### src/rtl/lcd_pkg.sv
// Shared constants and helpers for the HD44780 line writer and its byte sequencer.
// Byte-sequencer state encodings are plain localparams so older tools can consume them.
package lcd_pkg;

   localparam int unsigned CHAR_W = 7;

   localparam logic [7:0] LCD_CMD_SET_DDRAM = 8'h80;
   localparam logic [7:0] LCD_ROW1_BASE     = 8'h40;
   localparam logic [7:0] LCD_SPACE         = 8'h20;

   localparam logic [2:0] StIdle  = 3'd0;
   localparam logic [2:0] StSetup = 3'd1;
   localparam logic [2:0] StEhigh = 3'd2;
   localparam logic [2:0] StHold  = 3'd3;
   localparam logic [2:0] StWait  = 3'd4;

   // Set-DDRAM-address command for a row/column pair; column is not range-checked.
   function automatic logic [7:0] ddram_addr(input logic row, input logic [3:0] col);
      return LCD_CMD_SET_DDRAM | (row ? LCD_ROW1_BASE : 8'h00) | {4'h0, col};
   endfunction

endpackage

### src/rtl/lcd_byte_writer.sv
// Drives one byte onto the LCD bus: setup, E pulse, hold and settle wait.
// A new go is taken either when idle or in the last wait cycle, so bytes stream back-to-back.
module lcd_byte_writer
   import lcd_pkg::*;
#(
   parameter int unsigned SETUP_CYC  = 2,
   parameter int unsigned E_HIGH_CYC = 12,
   parameter int unsigned WAIT_CYC   = 2000
) (
   input  logic       clk,
   input  logic       rst,
   input  logic       go_i,
   input  logic       rs_i,
   input  logic [7:0] byte_i,
   output logic       ack_o,
   output logic       lcd_rs_o,
   output logic       lcd_e_o,
   output logic [7:0] lcd_data_o
);

   localparam int unsigned MaxAB  = (SETUP_CYC > E_HIGH_CYC) ? SETUP_CYC : E_HIGH_CYC;
   localparam int unsigned MaxCyc = (MaxAB > WAIT_CYC) ? MaxAB : WAIT_CYC;
   localparam int unsigned TimerW = $clog2(MaxCyc + 1);

   logic [2:0]        state_q, state_d;
   logic [TimerW-1:0] timer_q, timer_d;
   logic              rs_q, rs_d;
   logic              e_q, e_d;
   logic [7:0]        data_q, data_d;

   logic setup_end, ehigh_end, wait_end, take_go;

   assign setup_end = (timer_q == TimerW'(SETUP_CYC - 1));
   assign ehigh_end = (timer_q == TimerW'(E_HIGH_CYC - 1));
   assign wait_end  = (timer_q == TimerW'(WAIT_CYC - 1));

   assign ack_o   = (state_q == StWait) && wait_end;
   assign take_go = go_i && ((state_q == StIdle) || ack_o);

   always_comb begin
      state_d = state_q;
      timer_d = timer_q + 1'b1;
      rs_d    = rs_q;
      e_d     = e_q;
      data_d  = data_q;

      case (state_q)
         StIdle: begin
            timer_d = '0;
            rs_d    = 1'b0;
         end
         StSetup: begin
            if (setup_end) begin
               state_d = StEhigh;
               timer_d = '0;
               e_d     = 1'b1;
            end
         end
         StEhigh: begin
            if (ehigh_end) begin
               state_d = StHold;
               timer_d = '0;
               e_d     = 1'b0;
            end
         end
         StHold: begin
            state_d = StWait;
            timer_d = '0;
         end
         StWait: begin
            if (wait_end) begin
               state_d = StIdle;
               timer_d = '0;
               rs_d    = 1'b0;
            end
         end
         default: begin
            state_d = StIdle;
            timer_d = '0;
            rs_d    = 1'b0;
            e_d     = 1'b0;
         end
      endcase

      // RS and data are loaded at SETUP entry and held until the next byte.
      if (take_go) begin
         state_d = StSetup;
         timer_d = '0;
         rs_d    = rs_i;
         data_d  = byte_i;
         e_d     = 1'b0;
      end
   end

   always_ff @(posedge clk) begin
      if (rst) begin
         state_q <= StIdle;
         timer_q <= '0;
         rs_q    <= 1'b0;
         e_q     <= 1'b0;
         data_q  <= 8'h00;
      end else begin
         state_q <= state_d;
         timer_q <= timer_d;
         rs_q    <= rs_d;
         e_q     <= e_d;
         data_q  <= data_d;
      end
   end

   assign lcd_rs_o   = rs_q;
   assign lcd_e_o    = e_q;
   assign lcd_data_o = data_q;

endmodule

### src/rtl/lcd_line_writer.sv
// Line sequencer: one set-DDRAM-address command followed by NUM_CHARS data writes to an HD44780.
// Define LCD_NUL_TO_SPACE_EN to transmit NUL characters as spaces (address byte unaffected).
module lcd_line_writer
   import lcd_pkg::*;
#(
   parameter int unsigned NUM_CHARS  = 11,
   parameter int unsigned CHAR_W     = 7,
   parameter int unsigned SETUP_CYC  = 2,
   parameter int unsigned E_HIGH_CYC = 12,
   parameter int unsigned WAIT_CYC   = 2000
) (
   input  logic                        clk,
   input  logic                        rst,
   input  logic                        start_i,
   input  logic                        row_i,
   input  logic [3:0]                  col_i,
   input  logic [NUM_CHARS*CHAR_W-1:0] dat_i,
   output logic                        busy_o,
   output logic                        done_o,
   output logic                        lcd_rs_o,
   output logic                        lcd_rw_o,
   output logic                        lcd_e_o,
   output logic [7:0]                  lcd_data_o
);

   localparam int unsigned LineW = NUM_CHARS * CHAR_W;
   localparam int unsigned IdxW  = $clog2(NUM_CHARS + 1);

   logic             active_q, active_d;
   logic             done_q, done_d;
   logic [IdxW-1:0]  idx_q, idx_d;
   logic [LineW-1:0] line_q, line_d;

   logic              go, go_rs, byte_ack;
   logic [7:0]        go_byte, data_byte;
   logic [CHAR_W-1:0] char_sel;

   always_comb begin
      char_sel = '0;
      for (int k = 0; k < NUM_CHARS; k++) begin
         if (idx_q == IdxW'(k)) begin
            char_sel = line_q[LineW - CHAR_W * (k + 1) +: CHAR_W];
         end
      end
   end

`ifdef LCD_NUL_TO_SPACE_EN
   assign data_byte = (char_sel == '0) ? LCD_SPACE : 8'(char_sel);
`else
   assign data_byte = 8'(char_sel);
`endif

   // idx_q names the next character to send; reaching NUM_CHARS on an ack ends the line.
   always_comb begin
      active_d = active_q;
      idx_d    = idx_q;
      line_d   = line_q;
      done_d   = 1'b0;
      go       = 1'b0;
      go_rs    = 1'b0;
      go_byte  = data_byte;

      if (!active_q) begin
         if (start_i) begin
            go       = 1'b1;
            go_rs    = 1'b0;
            go_byte  = ddram_addr(row_i, col_i);
            line_d   = dat_i;
            idx_d    = '0;
            active_d = 1'b1;
         end
      end else if (byte_ack) begin
         if (idx_q == IdxW'(NUM_CHARS)) begin
            active_d = 1'b0;
            done_d   = 1'b1;
         end else begin
            go      = 1'b1;
            go_rs   = 1'b1;
            go_byte = data_byte;
            idx_d   = idx_q + 1'b1;
         end
      end
   end

   always_ff @(posedge clk) begin
      if (rst) begin
         active_q <= 1'b0;
         done_q   <= 1'b0;
         idx_q    <= '0;
         line_q   <= '0;
      end else begin
         active_q <= active_d;
         done_q   <= done_d;
         idx_q    <= idx_d;
         line_q   <= line_d;
      end
   end

   lcd_byte_writer #(
      .SETUP_CYC  (SETUP_CYC),
      .E_HIGH_CYC (E_HIGH_CYC),
      .WAIT_CYC   (WAIT_CYC)
   ) u_byte_writer (
      .clk        (clk),
      .rst        (rst),
      .go_i       (go),
      .rs_i       (go_rs),
      .byte_i     (go_byte),
      .ack_o      (byte_ack),
      .lcd_rs_o   (lcd_rs_o),
      .lcd_e_o    (lcd_e_o),
      .lcd_data_o (lcd_data_o)
   );

   assign busy_o   = active_q;
   assign done_o   = done_q;
   assign lcd_rw_o = 1'b0;

endmodule

### config.mk
export PLATFORM = sky130hd
export DESIGN_NAME = lcd_line_writer
export DESIGN_NICKNAME = d
export VERILOG_FILES = /design/src/rtl/lcd_pkg.sv /design/src/rtl/lcd_byte_writer.sv /design/src/rtl/lcd_line_writer.sv
export SDC_FILE = /design/constraint.sdc
export NUM_CORES = 1
export LEC_CHECK = 0
export ABC_AREA = 1
export BUFFER_PORTS_ARGS = -buffer_cell sky130_fd_sc_hd__buf_2
export CORE_MARGIN = 4
export CORE_UTILIZATION = 50
export DETAILED_ROUTE_END_ITERATION = 10
export HOLD_SLACK_MARGIN = 0.1
export PLACE_DENSITY = 0.76
export SKIP_LAST_GASP = 1
export SLEW_MARGIN = 40
export SYNTH_ARGS = -nofsm -noshare
export SYNTH_HDL_FRONTEND = slang
export SYNTH_HIERARCHICAL = 1
export SYNTH_SLANG_ARGS = --single-unit
### constraint.sdc
create_clock -name clk -period 2.2 [get_ports clk]
set_input_delay 0.44 -clock clk [delete_from_list [all_inputs] [get_ports clk]]
set_output_delay 0.44 -clock clk [all_outputs]
set_load 0.03 [all_outputs]
# Word level (Yosys, flattened, before mapping)
# Cells that the tools add are included.
[totals]
reg_bits = 107
in_bits = 85
[op_classes]
n_addsub = 2
eq_ne = 28
n_mux = 41
bitwise_logic = 5
reduce_logical = 16
[ops]
columns = ["cell", "n"]
rows = [
  ["2-to-1 mux 7 bit", 12],
  ["2-to-1 mux 11 bit", 3],
  ["one-hot mux 11 bit (3 select lines)", 1],
  ["== test 4 x 3 -> 1 bit, second input constant", 4],
  ["== test 4 bit, second input constant", 4],
  ["2-to-1 mux 4 bit", 4],
  ["2-to-1 mux 8 bit", 2],
  ["one-hot mux 3 bit (5 select lines)", 1],
  ["2-to-1 mux 1 bit", 13],
  ["!= test 2 x 1 -> 1 bit, second input constant", 6],
  ["adder 11 x 1 -> 11 bit, second input constant", 1],
  ["== test 11 x 1 -> 1 bit, second input constant", 1],
  ["== test 11 bit, second input constant", 1],
  ["== test 11 x 4 -> 1 bit, second input constant", 1],
  ["2-to-1 mux 3 bit", 3],
  ["!= test 3 x 1 -> 1 bit, second input constant", 3],
  ["OR reduction 3 bit", 3],
  ["== test 4 x 2 -> 1 bit, second input constant", 2],
  ["OR 8 x 4 -> 8 bit", 1],
  ["AND reduction 4 bit", 2],
  ["== test 3 x 2 -> 1 bit, second input constant", 2],
  ["AND reduction 3 bit", 2],
  ["adder 4 x 1 -> 4 bit, second input constant", 1],
  ["== test 4 x 1 -> 1 bit, second input constant", 1],
  ["other kinds (13)", 18],
]

# Logic depth before layout (Yosys ltp)
[logic_depth]
ltp_word = 14
mapped_depth = 18

# Hierarchy
# The synthesis kept the hierarchy.
[modules_own_cells]
columns = ["module", "n_inst", "cells_per_inst", "area_each_um2", "seq_area_each_um2"]
rows = [
  ["lcd_line_writer", 1, 608, 3926.3, 1661.6],
  ["lcd_byte_writer", 1, 167, 1211.2, 480.5],
]

# Worst setup path after synthesis
# Ideal clock, no wire load.
[synth_timing]
kind = "register to register"
from = "reg u_byte_writer.timer_q[0]"
to = "reg u_byte_writer.state_q[0]"
setup_ps = 114
arrival_time_ps = 2326
path_slack_ps = -240
path_stages_with_launch = 18
n_path_buf = 1
synth_period_minus_slack_ps = 2440
path_cell_list = "dfxtp_1 > ha_1 > nand3_2 > inv_1 > nand4_1 > nor4_1 > nand2_1 > inv_1 > nand2_1 > inv_1 > nor2_1 > inv_1 > clkbuf_1 > nor2_1 > a21oi_1 > nand2_1 > nor2_1 > nor2_2"
[synth_between]
elab_chain_cells = 7
[synth_rtl]
columns = ["item", "line_no", "source"]
rows = [
  ["start, declared", "lcd_byte_writer.sv:26", "logic [TimerW-1:0] timer_q, timer_d;"],
  ["start signal, assigned", "lcd_byte_writer.sv:104", "timer_q <= timer_d;"],
  ["== test 11 bit (*)", "lcd_byte_writer.sv:35", "assign wait_end = (timer_q == TimerW'(WAIT_CYC - 1));"],
  ["logical AND 1 bit (*)", "lcd_byte_writer.sv:37", "assign ack_o = (state_q == StWait) && wait_end;"],
  ["via byte_ack", "lcd_line_writer.sv:34", "logic go, go_rs, byte_ack;"],
  ["2-to-1 mux 1 bit (*)", "lcd_line_writer.sv:72", "end else if (byte_ack) begin"],
  ["2-to-1 mux 1 bit (*)", "lcd_line_writer.sv:63", "if (!active_q) begin"],
  ["via go", "lcd_line_writer.sv:34", ""],
  ["logical AND 1 bit (*)", "lcd_byte_writer.sv:38", "assign take_go = go_i && ((state_q == StIdle) || ack_o);"],
  ["!= test 3 x 1 -> 1 bit (no line) or != test 2 x 1 -> 1 bit (tied branches)", "-", ""],
  ["AND reduction 4 bit (no line)", "-", ""],
  ["end signal, assigned", "lcd_byte_writer.sv:97", "state_q <= StIdle;"],
  ["end signal, assigned", "lcd_byte_writer.sv:103", "state_q <= state_d;"],
  ["end, declared", "lcd_byte_writer.sv:25", "logic [2:0] state_q, state_d;"],
]
# The timed path passes the listed nets; every way through them passes the cells marked *.
# A chain may end at the register's enable or synchronous reset.

# Worst setup path in the final report
[layout_timing]
from = "reg u_byte_writer.timer_q[1]"
to = "reg u_byte_writer.timer_q[0]"
[layout_between]
elab_chain_cells = 6
[layout_rtl]
columns = ["item", "line_no"]
rows = [
  ["== test 11 bit", "lcd_byte_writer.sv:35"],
  ["logical AND 1 bit", "lcd_byte_writer.sv:37"],
  ["via byte_ack", "lcd_line_writer.sv:34"],
  ["2-to-1 mux 1 bit", "lcd_line_writer.sv:72"],
  ["2-to-1 mux 1 bit", "lcd_line_writer.sv:63"],
  ["via go", "lcd_line_writer.sv:34"],
  ["logical AND 1 bit", "lcd_byte_writer.sv:38"],
  ["OR reduction 2 bit (no line)", "-"],
]
# The timed path passes the listed nets, and every way through them passes these cells.

==> metrics.txt <==
critical path required time=2.47 ns; CTS Root Cell=clkbuf_8; die area=12,000 um^2; worst vdd ir=0.511 mV; leading cell type by number of instances after synthesis=nor2_1; r2r startpoint=u_byte_writer/timer_q[1]; Final ANT Viol Nets=0; row cnt=36; GR Overflow Total=0; Die H=109 um; first-pass GRT wire length=just over 20,000 um; pwr dens=719 nW/um^2; worst r2r dst=u_byte_writer/timer_q[0]; drt wl/cell=12.8 um; final design utilization=0.616; final hold violation count=0; final-stage net count=959; CP Data Arrival Time=2.36 ns; Setup-failing EPs final=0; via count=between 5,000 and 6,000; CTS tree=built; FF-to-FF setup slack=approximately 0.10 ns; H-tree depth=3; DRC Markers=0; Syn Area/Cell=6.63 um^2; final instance area=6110 um^2; sequential fraction of the synthesis area=0.417; Ys Warns=6; Post-synth top cells=207 x nor2_1, 139 x nand2_1, 107 x dfxtp_1; Total Routing Usage GR=0.214; area leader, netlist=dfxtp_1; WL final=12,900 um; min Tclk post-route=2.10 ns; Synth top area share=0.417; DP Area=5740 um^2; startpoint types=register; WHS Endpoint=line_q[53]; max cap viols=0; Slew Viols, Final=0; placed instance count=982; hold_ws=0.288 ns; Reg clk slew, reported paths=0.10 ns; vias in the first global route=approximately 4,700; layout cells sized above 1=0.228; Mapped Nets=866; fin cells=~1,000; initial antenna violation count=0; Initial DRT Pass Iterations=5; CP Class=register to register; Vias/cell=approximately 5.1; Synth area leaders=dfxtp_1 42%, nor2_1 15%, nand2_1 10%, o21ai_0 7.4%, nand3_1 5.9%; clk buf depth=2; slew margin rel.=0.645; PortBufs=between 90 and 100; # diodes=0; Yosys cell types=33; Worst Tran Pin Value=0.531 ns; Static Leak=2.88 nW; GPL Wtd Cong=0.865; Die W=109 um; asr flop ratio synth=0; Synth Instances=775; # IOs=98; crit-path max FO=11; CP Capture Type=register; DR iter-0 viols=around 340; Max Fclk=477 MHz; placed wire-length estimate=9090 um; number of buffers created by CTS=9; core box area=9910 um^2; Final period util=0.953; r2r worst-path depth=15; number of synthesized flops with an enable pin=0; TNS Setup=0 ns; fillers=951; ys flop type=dfxtp_1; CTS Sinks=107; outcome=finished clean; RSZ-0062 raised after global routing=true; Clock Latency Late Sink=0.37 ns; HP Class=input port to register; Initial Utilization=0.518; hold path cells=3; Synth Register Bits=107; cell area after synthesis=roughly 5100 um^2; Syn-to-layout area delta=18.9%; Final Skew=0.00864 ns; pin count of the biggest net entering global routing=50; hold_sp=dat_i[53]
[worst max-delay path: stages, from the launching register on]
cell	delay, ns
dfxtp_2	0.37
ha_4	0.16
nand3_4	0.06
inv_2	0.06
nand4_1	0.11
nor4_2	0.30
nand2_1	0.12
inv_1	0.09
nand2_2	0.07
inv_2	0.10
nor2_4	0.05
inv_2	0.09
nand2_4	0.11
nand3_4	0.11
buf_4	0.15
nor2_1	0.04
[power by group]
part | leakage (nW) | switching, mW | internal, mW
Combinational | 1.88 | 0.566 | 0.324
Clock | 0.116 | 0.652 | 0.652
Sequential | 0.884 | 0.104 | 2.09
Total | 2.88 | 1.32 | 3.07
[cell type report]
cell class,count,area (um^2),share of cell area
clock buffer,13,179,0.0293
sequential,107,2150,0.352
clock inverter,3,43.8,0.00717
timing repair buffer,121,676,0.111
inverter,58,218,0.0357
tap,133,166,0.0273
multi-input combinational,571,2670,0.438
[what timing repair did]
item	4_1_cts	5_1_grt
gates resized for setup	0	31
hold buffers	0	0
hold endpoints to repair	0	0
endpoints found under the setup margin	0	24
buffers inserted	0	7
[how the worst max path moves through the flow]
stage,start,slack (ns),end,cells past startpoint
after floorplan,u_byte_writer/timer_q[0],0.02,u_byte_writer/state_q[0],17
after global placement,u_byte_writer/timer_q[1],0.15,u_byte_writer/timer_q[10],15
after detailed placement,u_byte_writer/timer_q[1],0.08,u_byte_writer/timer_q[9],15
after CTS,u_byte_writer/timer_q[1],0.04,u_byte_writer/timer_q[10],15
after global routing,u_byte_writer/timer_q[4],-0.07,u_byte_writer/state_q[0],17
final,u_byte_writer/timer_q[1],0.10,u_byte_writer/timer_q[0],15
[cell usage in the layout, fill, tap and decap left out, types with 6 or more instances in the layout]
cell,n
a21oi_1,26
or2_2,10
dfxtp_1,101
nor2_2,6
o21ai_0,76
dfxtp_2,6
buf_2,96
inv_2,15
nand3_1,60
inv_1,43
clkbuf_8,13
nor2_1,203
buf_4,23
nor3_1,6
nand2_1,138
[cells by family (layout without fill, tap and decap cells)]
| logic type | count (synthesis) | after routing | share of synthesized area |
|---|---|---|---|
| xor gates and xnor gates | 7 | 7 | 0.0119 |
| other | 1 | 1 | 0.000730 |
| and+or+nand+nor | 449 | 449 | 0.370 |
| buffers and inverters | 97 | 195 | 0.0787 |
| AOI/OAI and AO/OA | 108 | 108 | 0.107 |
| adders and majority gates | 6 | 6 | 0.0146 |
| DFF | 107 | 107 | 0.417 |
[registers in the layout, summed over array words and instances, names as in the netlist]
name,cells
line_q,77
u_byte_writer/timer_q,11
u_byte_writer/lcd_data_o,8
idx_q,4
u_byte_writer/state_q,3
busy_o,1
done_o,1
u_byte_writer/lcd_e_o,1
u_byte_writer/lcd_rs_o,1
[per-stage QoR]
step | worst slack [ns] | total power, mW
floorplan | 0.0224 | 2.81
global placement | 0.153 | 3.03
detailed placement | 0.0775 | 3.06
CTS | 0.0390 | 4.35
global route | -0.0710 | 4.61
finish | 0.104 | 4.39
[routing by layer]
layer	global-route usage	share of wire	up-vias	wire, um
met2	0.353	0.48	144	6220
met4	0.0570	0.017	0	223
li1	-	-	2633	-
met5	0	0	-	0
met3	0.0499	0.055	27	702
met1	0.281	0.44	2333	5720
Power figures use the tool's default switching activity.
